### src/rtl/btn_debounce_pkg.sv
// Shared definitions for the push-button debouncer: filter FSM encoding,
// default timing constants and small state-decoding helpers.
package btn_debounce_pkg;

    typedef enum logic [1:0] {
        ST_RELEASED     = 2'd0,
        ST_PRESS_FILT   = 2'd1,
        ST_PRESSED      = 2'd2,
        ST_RELEASE_FILT = 2'd3
    } btn_state_t;

    // 20 ms of stable input at a 50 MHz system clock.
    localparam int BTN_DEBOUNCE_CYCLES_50MHZ = 1_000_000;
    localparam int BTN_SYNC_STAGES_DEF       = 2;

    // The accepted level stays "pressed" while a release is still being filtered.
    function automatic logic btn_level(input btn_state_t st);
        return (st == ST_PRESSED) || (st == ST_RELEASE_FILT);
    endfunction

    function automatic logic btn_filtering(input btn_state_t st);
        return (st == ST_PRESS_FILT) || (st == ST_RELEASE_FILT);
    endfunction

endpackage

### src/rtl/btn_debounce_sync_ff.sv
// Plain flop-chain synchronizer for asynchronous pin inputs; the reset value
// lets each pin come out of reset at its idle level.
module sync_ff #(
    parameter int   STAGES  = 2,
    parameter logic RST_VAL = 1'b0
) (
    input  logic sys_clk,
    input  logic sys_rst_n,
    input  logic i_d,
    output logic o_q
);

    logic [STAGES-1:0] r_chain;

    always_ff @(posedge sys_clk or posedge sys_rst_n) begin
        if (sys_rst_n) begin
            r_chain <= {STAGES{RST_VAL}};
        end else begin
            r_chain <= {r_chain[STAGES-2:0], i_d};
        end
    end

    assign o_q = r_chain[STAGES-1];

endmodule

### src/rtl/btn_debounce.sv
// Debounces one raw push-button pin into a synchronous active-high level;
// a level change is accepted only after it has been stable for DEBOUNCE_CYCLES+1 samples.
module btn_debounce
    import btn_debounce_pkg::*;
#(
    parameter int   SYNC_STAGES     = BTN_SYNC_STAGES_DEF,
    parameter int   DEBOUNCE_CYCLES = BTN_DEBOUNCE_CYCLES_50MHZ,
    parameter logic ACTIVE_LOW      = 1'b1
) (
    input  logic sys_clk,
    input  logic sys_rst_n,
    input  logic i_key_raw,
    output logic o_btn,
    output logic o_busy
);

    localparam int                CNT_W    = $clog2(DEBOUNCE_CYCLES + 1);
    localparam logic [CNT_W-1:0]  CNT_LAST = CNT_W'(DEBOUNCE_CYCLES - 1);
    localparam logic [CNT_W-1:0]  CNT_ONE  = CNT_W'(1);

    logic             w_key_sync;
    logic             w_pressed;
    btn_state_t       r_state;
    btn_state_t       w_state_nxt;
    logic [CNT_W-1:0] r_cnt;
    logic [CNT_W-1:0] w_cnt_nxt;
    logic             r_btn;
    logic             r_busy;
    logic             w_btn_nxt;
    logic             w_busy_nxt;

    // Reset loads the released pin level so no phantom press follows reset.
    sync_ff #(
        .STAGES  (SYNC_STAGES),
        .RST_VAL (ACTIVE_LOW)
    ) u_sync (
        .sys_clk   (sys_clk),
        .sys_rst_n (sys_rst_n),
        .i_d       (i_key_raw),
        .o_q       (w_key_sync)
    );

    assign w_pressed = w_key_sync ^ ACTIVE_LOW;

    always_ff @(posedge sys_clk or posedge sys_rst_n) begin
        if (sys_rst_n) begin
            r_state <= ST_RELEASED;
            r_cnt   <= '0;
            r_btn   <= 1'b0;
            r_busy  <= 1'b0;
        end else begin
            r_state <= w_state_nxt;
            r_cnt   <= w_cnt_nxt;
            r_btn   <= w_btn_nxt;
            r_busy  <= w_busy_nxt;
        end
    end

    // Counter restarts on every state change, so it can never pass CNT_LAST.
    always_comb begin
        w_state_nxt = r_state;
        w_cnt_nxt   = r_cnt;
        case (r_state)
            ST_RELEASED: begin
                if (w_pressed) begin
                    w_state_nxt = ST_PRESS_FILT;
                    w_cnt_nxt   = '0;
                end
            end
            ST_PRESS_FILT: begin
                if (!w_pressed) begin
                    w_state_nxt = ST_RELEASED;
                    w_cnt_nxt   = '0;
                end else if (r_cnt == CNT_LAST) begin
                    w_state_nxt = ST_PRESSED;
                    w_cnt_nxt   = '0;
                end else begin
                    w_cnt_nxt   = r_cnt + CNT_ONE;
                end
            end
            ST_PRESSED: begin
                if (!w_pressed) begin
                    w_state_nxt = ST_RELEASE_FILT;
                    w_cnt_nxt   = '0;
                end
            end
            ST_RELEASE_FILT: begin
                if (w_pressed) begin
                    w_state_nxt = ST_PRESSED;
                    w_cnt_nxt   = '0;
                end else if (r_cnt == CNT_LAST) begin
                    w_state_nxt = ST_RELEASED;
                    w_cnt_nxt   = '0;
                end else begin
                    w_cnt_nxt   = r_cnt + CNT_ONE;
                end
            end
            default: begin
                w_state_nxt = ST_RELEASED;
                w_cnt_nxt   = '0;
            end
        endcase
    end

    // Outputs decode the next state so they move on the same edge as the FSM.
    always_comb begin
        w_btn_nxt  = btn_level(w_state_nxt);
        w_busy_nxt = btn_filtering(w_state_nxt);
    end

    assign o_btn  = r_btn;
    assign o_busy = r_busy;

endmodule

### config.mk
export PLATFORM = sky130hd
export DESIGN_NAME = btn_debounce
export DESIGN_NICKNAME = d
export VERILOG_FILES = /design/src/rtl/btn_debounce_pkg.sv /design/src/rtl/btn_debounce_sync_ff.sv /design/src/rtl/btn_debounce.sv
export SDC_FILE = /design/constraint.sdc
export NUM_CORES = 1
export LEC_CHECK = 0
export CAP_MARGIN = 20
export CORE_MARGIN = 1.5
export CORE_UTILIZATION = 35
export DETAILED_ROUTE_END_ITERATION = 7
export PLACE_DENSITY = 0.53
export SETUP_SLACK_MARGIN = 0.02
export SLEW_MARGIN = 20
export SYNTH_ARGS = -nofsm -noshare
export SYNTH_HDL_FRONTEND = slang
export SYNTH_SLANG_ARGS = --single-unit
### constraint.sdc
create_clock -name sys_clk -period 3.1 [get_ports sys_clk]
set_input_delay 0.93 -clock sys_clk [delete_from_list [all_inputs] [get_ports sys_clk]]
set_output_delay 0.93 -clock sys_clk [all_outputs]
set_load 0.01 [all_outputs]
Yosys cells after proc, flatten, opt, wreduce, memory -nomap -nowiden. Index checks and enable logic that the tools add are counted.

Word-level logic and storage cells: 32. Bits in registers: 26.

$add $sub $neg: 1. Reduce and logical (&&, ||, !) cells: 4. Equal/unequal tests: 9. Mux-type cells: 13.

Operators by type and width (number): $mux 20 (5); $pmux 20 s4 (1); $add 20x1->20 const B (1); $eq 20x20->1 const B (1); $mux 2 (6); $eq 2x2->1 const B (4); $pmux 2 s4 (1); $eq 2x1->1 const B (2); $logic_not 2->1 (1); $logic_or 1x1->1 (2); $ne 2x1->1 const B (1); $ne 2x2->1 const B (1); $reduce_and 2->1 (1).

Longest topological paths before layout.
Word-level depth: 6. Gate-level depth with buffers: 7.

Cells and area by module. From an unflattened synthesis, not the netlist that was laid out.

Cells, all modules: 130. Area, all modules: 1312.5 sq um.

Modules (own cells, without submodules): btn_debounce (area an instance 1256.2 sq um, cells each 127, seq. area each 575.6 sq um, times used 1); sync_ff (area an instance 56.3 sq um, cells each 3, seq. area each 52.6 sq um, times used 1).

Least setup slack after synthesis. OpenSTA, ideal clock, no wires.

Kind: register to register. Start point: reg r_cnt[0]. End point: reg r_cnt[8]. Stages on the path, launching flop included: 8. Setup slack: 1.381 ns. Data arrival time: 1.600 ns. Path buffers: 1. Cell sequence: dfrtp_1 > ha_1 > and3_2 > nand4_4 > o31ai_4 > nor2b_4 > buf_6 > nor2_1.

Word-level cells in the longest chain between the ends: 4.

RTL lines: start, declared (line btn_debounce.sv:25) `logic [CNT_W-1:0] r_cnt;`; start signal, assigned (line btn_debounce.sv:53) `r_cnt <= w_cnt_nxt;`; $add 20x1->20 / $eq 20x20->1 (equally long branches); $mux 20 * (line btn_debounce.sv:74, btn_debounce.sv:91); $mux 20 (on tied branches) (line btn_debounce.sv:88, btn_debounce.sv:71); $pmux 20 s4 * (line btn_debounce.sv:63) `case (r_state)`.

Every way passes the cells marked *; elsewhere a longest branch is shown, timed or not. A chain may end at the register's enable or synchronous reset.

Final worst setup path.
Start point: reg r_busy (netlist: o_busy). End point: out o_busy.

RTL lines: start, declared (line btn_debounce.sv:28) `logic r_busy;`; start signal, assigned (line btn_debounce.sv:55) `r_busy <= w_busy_nxt;`; end, declared (line btn_debounce.sv:14) `output logic o_busy`.

No word-level cell between the ends.

==> metrics.md <==
| Metric | Value |
|---|---|
| Status | `completed` |
| I/O pin cnt | `5` |
| Crit-path leading delay family | `buffers and inverters` |
| Initial antenna violation count | `0` |
| Most frequent cell after synthesis | `dfrtp_1` |
| Main synth FF type | `dfrtp_1` |
| Util after Layout | `slightly above 40%` |
| Synth async-reset ratio | `100.0%` |
| Post-CTS sizing | `0` |
| Maximum clock path buffer count | `2` |
| Max stage delay on crit path | `0.58 ns` |
| PwrDens | `around 370 nW/um2` |
| Worst Setup Slack, final | `~0.74 ns` |
| Via density | `a little under 5` |
| Crit path DAT | `1.43 ns` |
| Yosys top cell area share | `45.19%` |
| Largest cells by area after synthesis | `dfrtp_1, xor2_1, dfstp_2` |
| Syn_area_per_cell | `between 10 and 15 um2` |
| Vias in the first global route | `914` |
| Slew @ Worst Pin | `~0.45 ns` |
| Min Clock Period, post-route | `approximately 2.4 ns` |
| Kind of start point of the critical path | `register` |
| Die Y | `~63 um` |
| # fillers | `~340` |
| Post-Syn Area | `1274 um2` |
| CTS hold repair buffers | `0` |
| CP endpoint kind | `output port` |
| Worst setup path category | `reg -> out` |
| Total Wirelength | `roughly 2300 um` |
| Largest net degree at the start of global routing | `18` |
| Core Rows | `21` |
| Die ar. | `4010 um2` |
| Synth Register Bits | `25` |
| Worst hold path type | `reg -> reg` |
| Layout cells sized above 1 | `about an eighth` |
| WL per Instance | `about 13 um` |
| Diodes inserted | `0` |
| WP data required | `about 2.2 ns` |
| TritonCTS buffer count | `3` |
| CTS tree | `done` |
| Fin nets | `between 100 and 150` |
| DR pass1 iterations | `4` |
| Drc violations | `0` |
| Synth-to-layout area growth | `9.529%` |
| DRT iter0 DRCs | `49` |
| Post-synth EDFFs | `0` |
| Ranking of synthesized cells by instance count | `dfrtp_1, nand2_1, nor2_1` |
| Worst-skew pair later-pin latency | `0.33 ns` |
| Placed cell count | `170` |
| Final Hold Viols | `0` |
| Slew Limit Headroom | `between 70 and 80%` |
| H-tree Lvls | `1` |
| Cell taking the most area after synthesis | `dfrtp_1` |
| IO buf count | `4` |
| HPWL Detailed | `1677 um` |
| Core Footprint | `between 3000 and 4000 um2` |
| Synth cell types | `35` |
| Initial Util | `a little under two fifths` |
| GP Congestion | `0.7779` |
| Sequential area share after synthesis | `49.31%` |
| Die width | `approximately 63 um` |
| Maxcap violations | `0` |
| Setup WS pre-CTS | `around 1.1 ns` |
| Final Cycle Share | `around three quarters` |
| Final non-filler cell total | `~170` |
| Max IR drop VDD | `between 0.0001 and 0.00015 V` |
| Slowest-stage cell, CP | `clkdlybuf4s50_1` |
| Net Count, Synth | `approximately 120` |
| Vias | `around 860` |
| First-pass GRT wire length | `4188 um` |
| Synth warn | `0` |
| Lkg Pwr | `between 0.6 and 0.7 nW` |
| Grt ovf | `0` |
| CTS clk-pin slew, worst paths | `approximately 0.15 ns` |
| Crit-path cells | `clkdlybuf4s50_1` |
| Slew Limit Fails | `0` |
| Root buffer cell | `clkbuf_4` |
| Final setup fails | `0` |
| RSZ-0062 raised after global routing | `false` |
| Total GRT Usage | `13.23%` |
| Mapped Cells | `120` |
| Crit Path Max Fanout | `8` |
| Post-CTS Setup Bufs | `0` |
| TNS Setup | `0 ns` |
| ANT nets after route | `0` |
| CP bufs+invs | `1` |
| Max Fclk | `roughly 420 MHz` |
| Clock skew | `roughly 0.023 ns` |
| Clock sink count | `25` |
==> power by group <==
group	switching, mW	total (mW)	internal, mW	leakage [nW]
Clock	0.0996	0.148	0.0483	0.0177
Sequential	0.00537	0.337	0.331	0.339
Combinational	0.0195	0.0318	0.0122	0.265
==> area by class of cell <==
type,count,area (um2),share of cell area [%]
clock buffers,3,22.52,1.614
clock inverters,1,5.005,0.3587
repair buffers,5,47.55,3.408
well taps,46,57.56,4.126
flip-flops and latches,25,628.1,45.02
multi-input cells,90,619.3,44.39
inverters,4,15.01,1.076
==> flip-flops by register name (all words and copies together), names as in the netlist <==
name	count
o_busy	1
r_state	1
r_cnt	20
o_btn	1
u_sync.r_chain	2
==> kinds of logic after synthesis <==
kind of cell / Yosys count / synth area share (%)
AND/OR/NAND/NOR: 59 / 26.33
flip-flops: 25 / 49.31
XOR/XNOR: 14 / 11.10
AO/OA/AOI/OAI: 13 / 7.859
buffers and inverters: 5 / 2.062
multiplexers: 3 / 2.358
adder cells (fa/ha/maj): 1 / 0.9822
==> metrics by stage <==
step	area [um2]	total power, mW	hold slack (ns)
detailed placement	1368	0.3757	0.3501
CTS	1395	0.5260	0.3705
global placement	1368	0.3757	0.3470
finish	1395	0.5165	0.3684
global route	1395	0.5478	0.3758
floorplan	1274	0.3658	0.3452
==> path summary, 6_finish.rpt <==
kind | from | endpoint | slack [ns] | cells past startpoint
max | o_busy | o_busy | 0.74 | 1
min | u_sync.r_chain[0] | u_sync.r_chain[1] | 0.37 | 0
max reg2reg | r_cnt[0] | r_cnt[15] | 1.12 | 6
max in group asynchronous | sys_rst_n | u_sync.r_chain[0] | 1.67 | 3
min in group asynchronous | sys_rst_n | r_cnt[14] | 0.83 | 2
min reg2reg | u_sync.r_chain[0] | u_sync.r_chain[1] | 0.37 | 0
==> per-layer routing <==
layer,track usage (%),vias up,wire length (um)
met2,21.58,6,1098
met3,3.750,0,58
met4,3.261,0,0
met5,0,-,0
met1,17.31,414,1108
li1,-,435,-
==> layout by cell type, fill, tap and decap left out, types with 2 or more instances in the layout <==
cell type,count
dfrtp_1,23
nand2_1,14
nor2_1,14
xor2_1,12
nand3_1,8
o21ai_0,6
inv_1,4
clkdlybuf4s50_1,4
mux2i_1,3
and4_1,3
nand4_1,3
clkbuf_4,3
and3_2,2
nor4b_1,2
o211a_1,2
and2_1,2
dfstp_2,2
No activity file was read; power rests on OpenSTA's default activity.
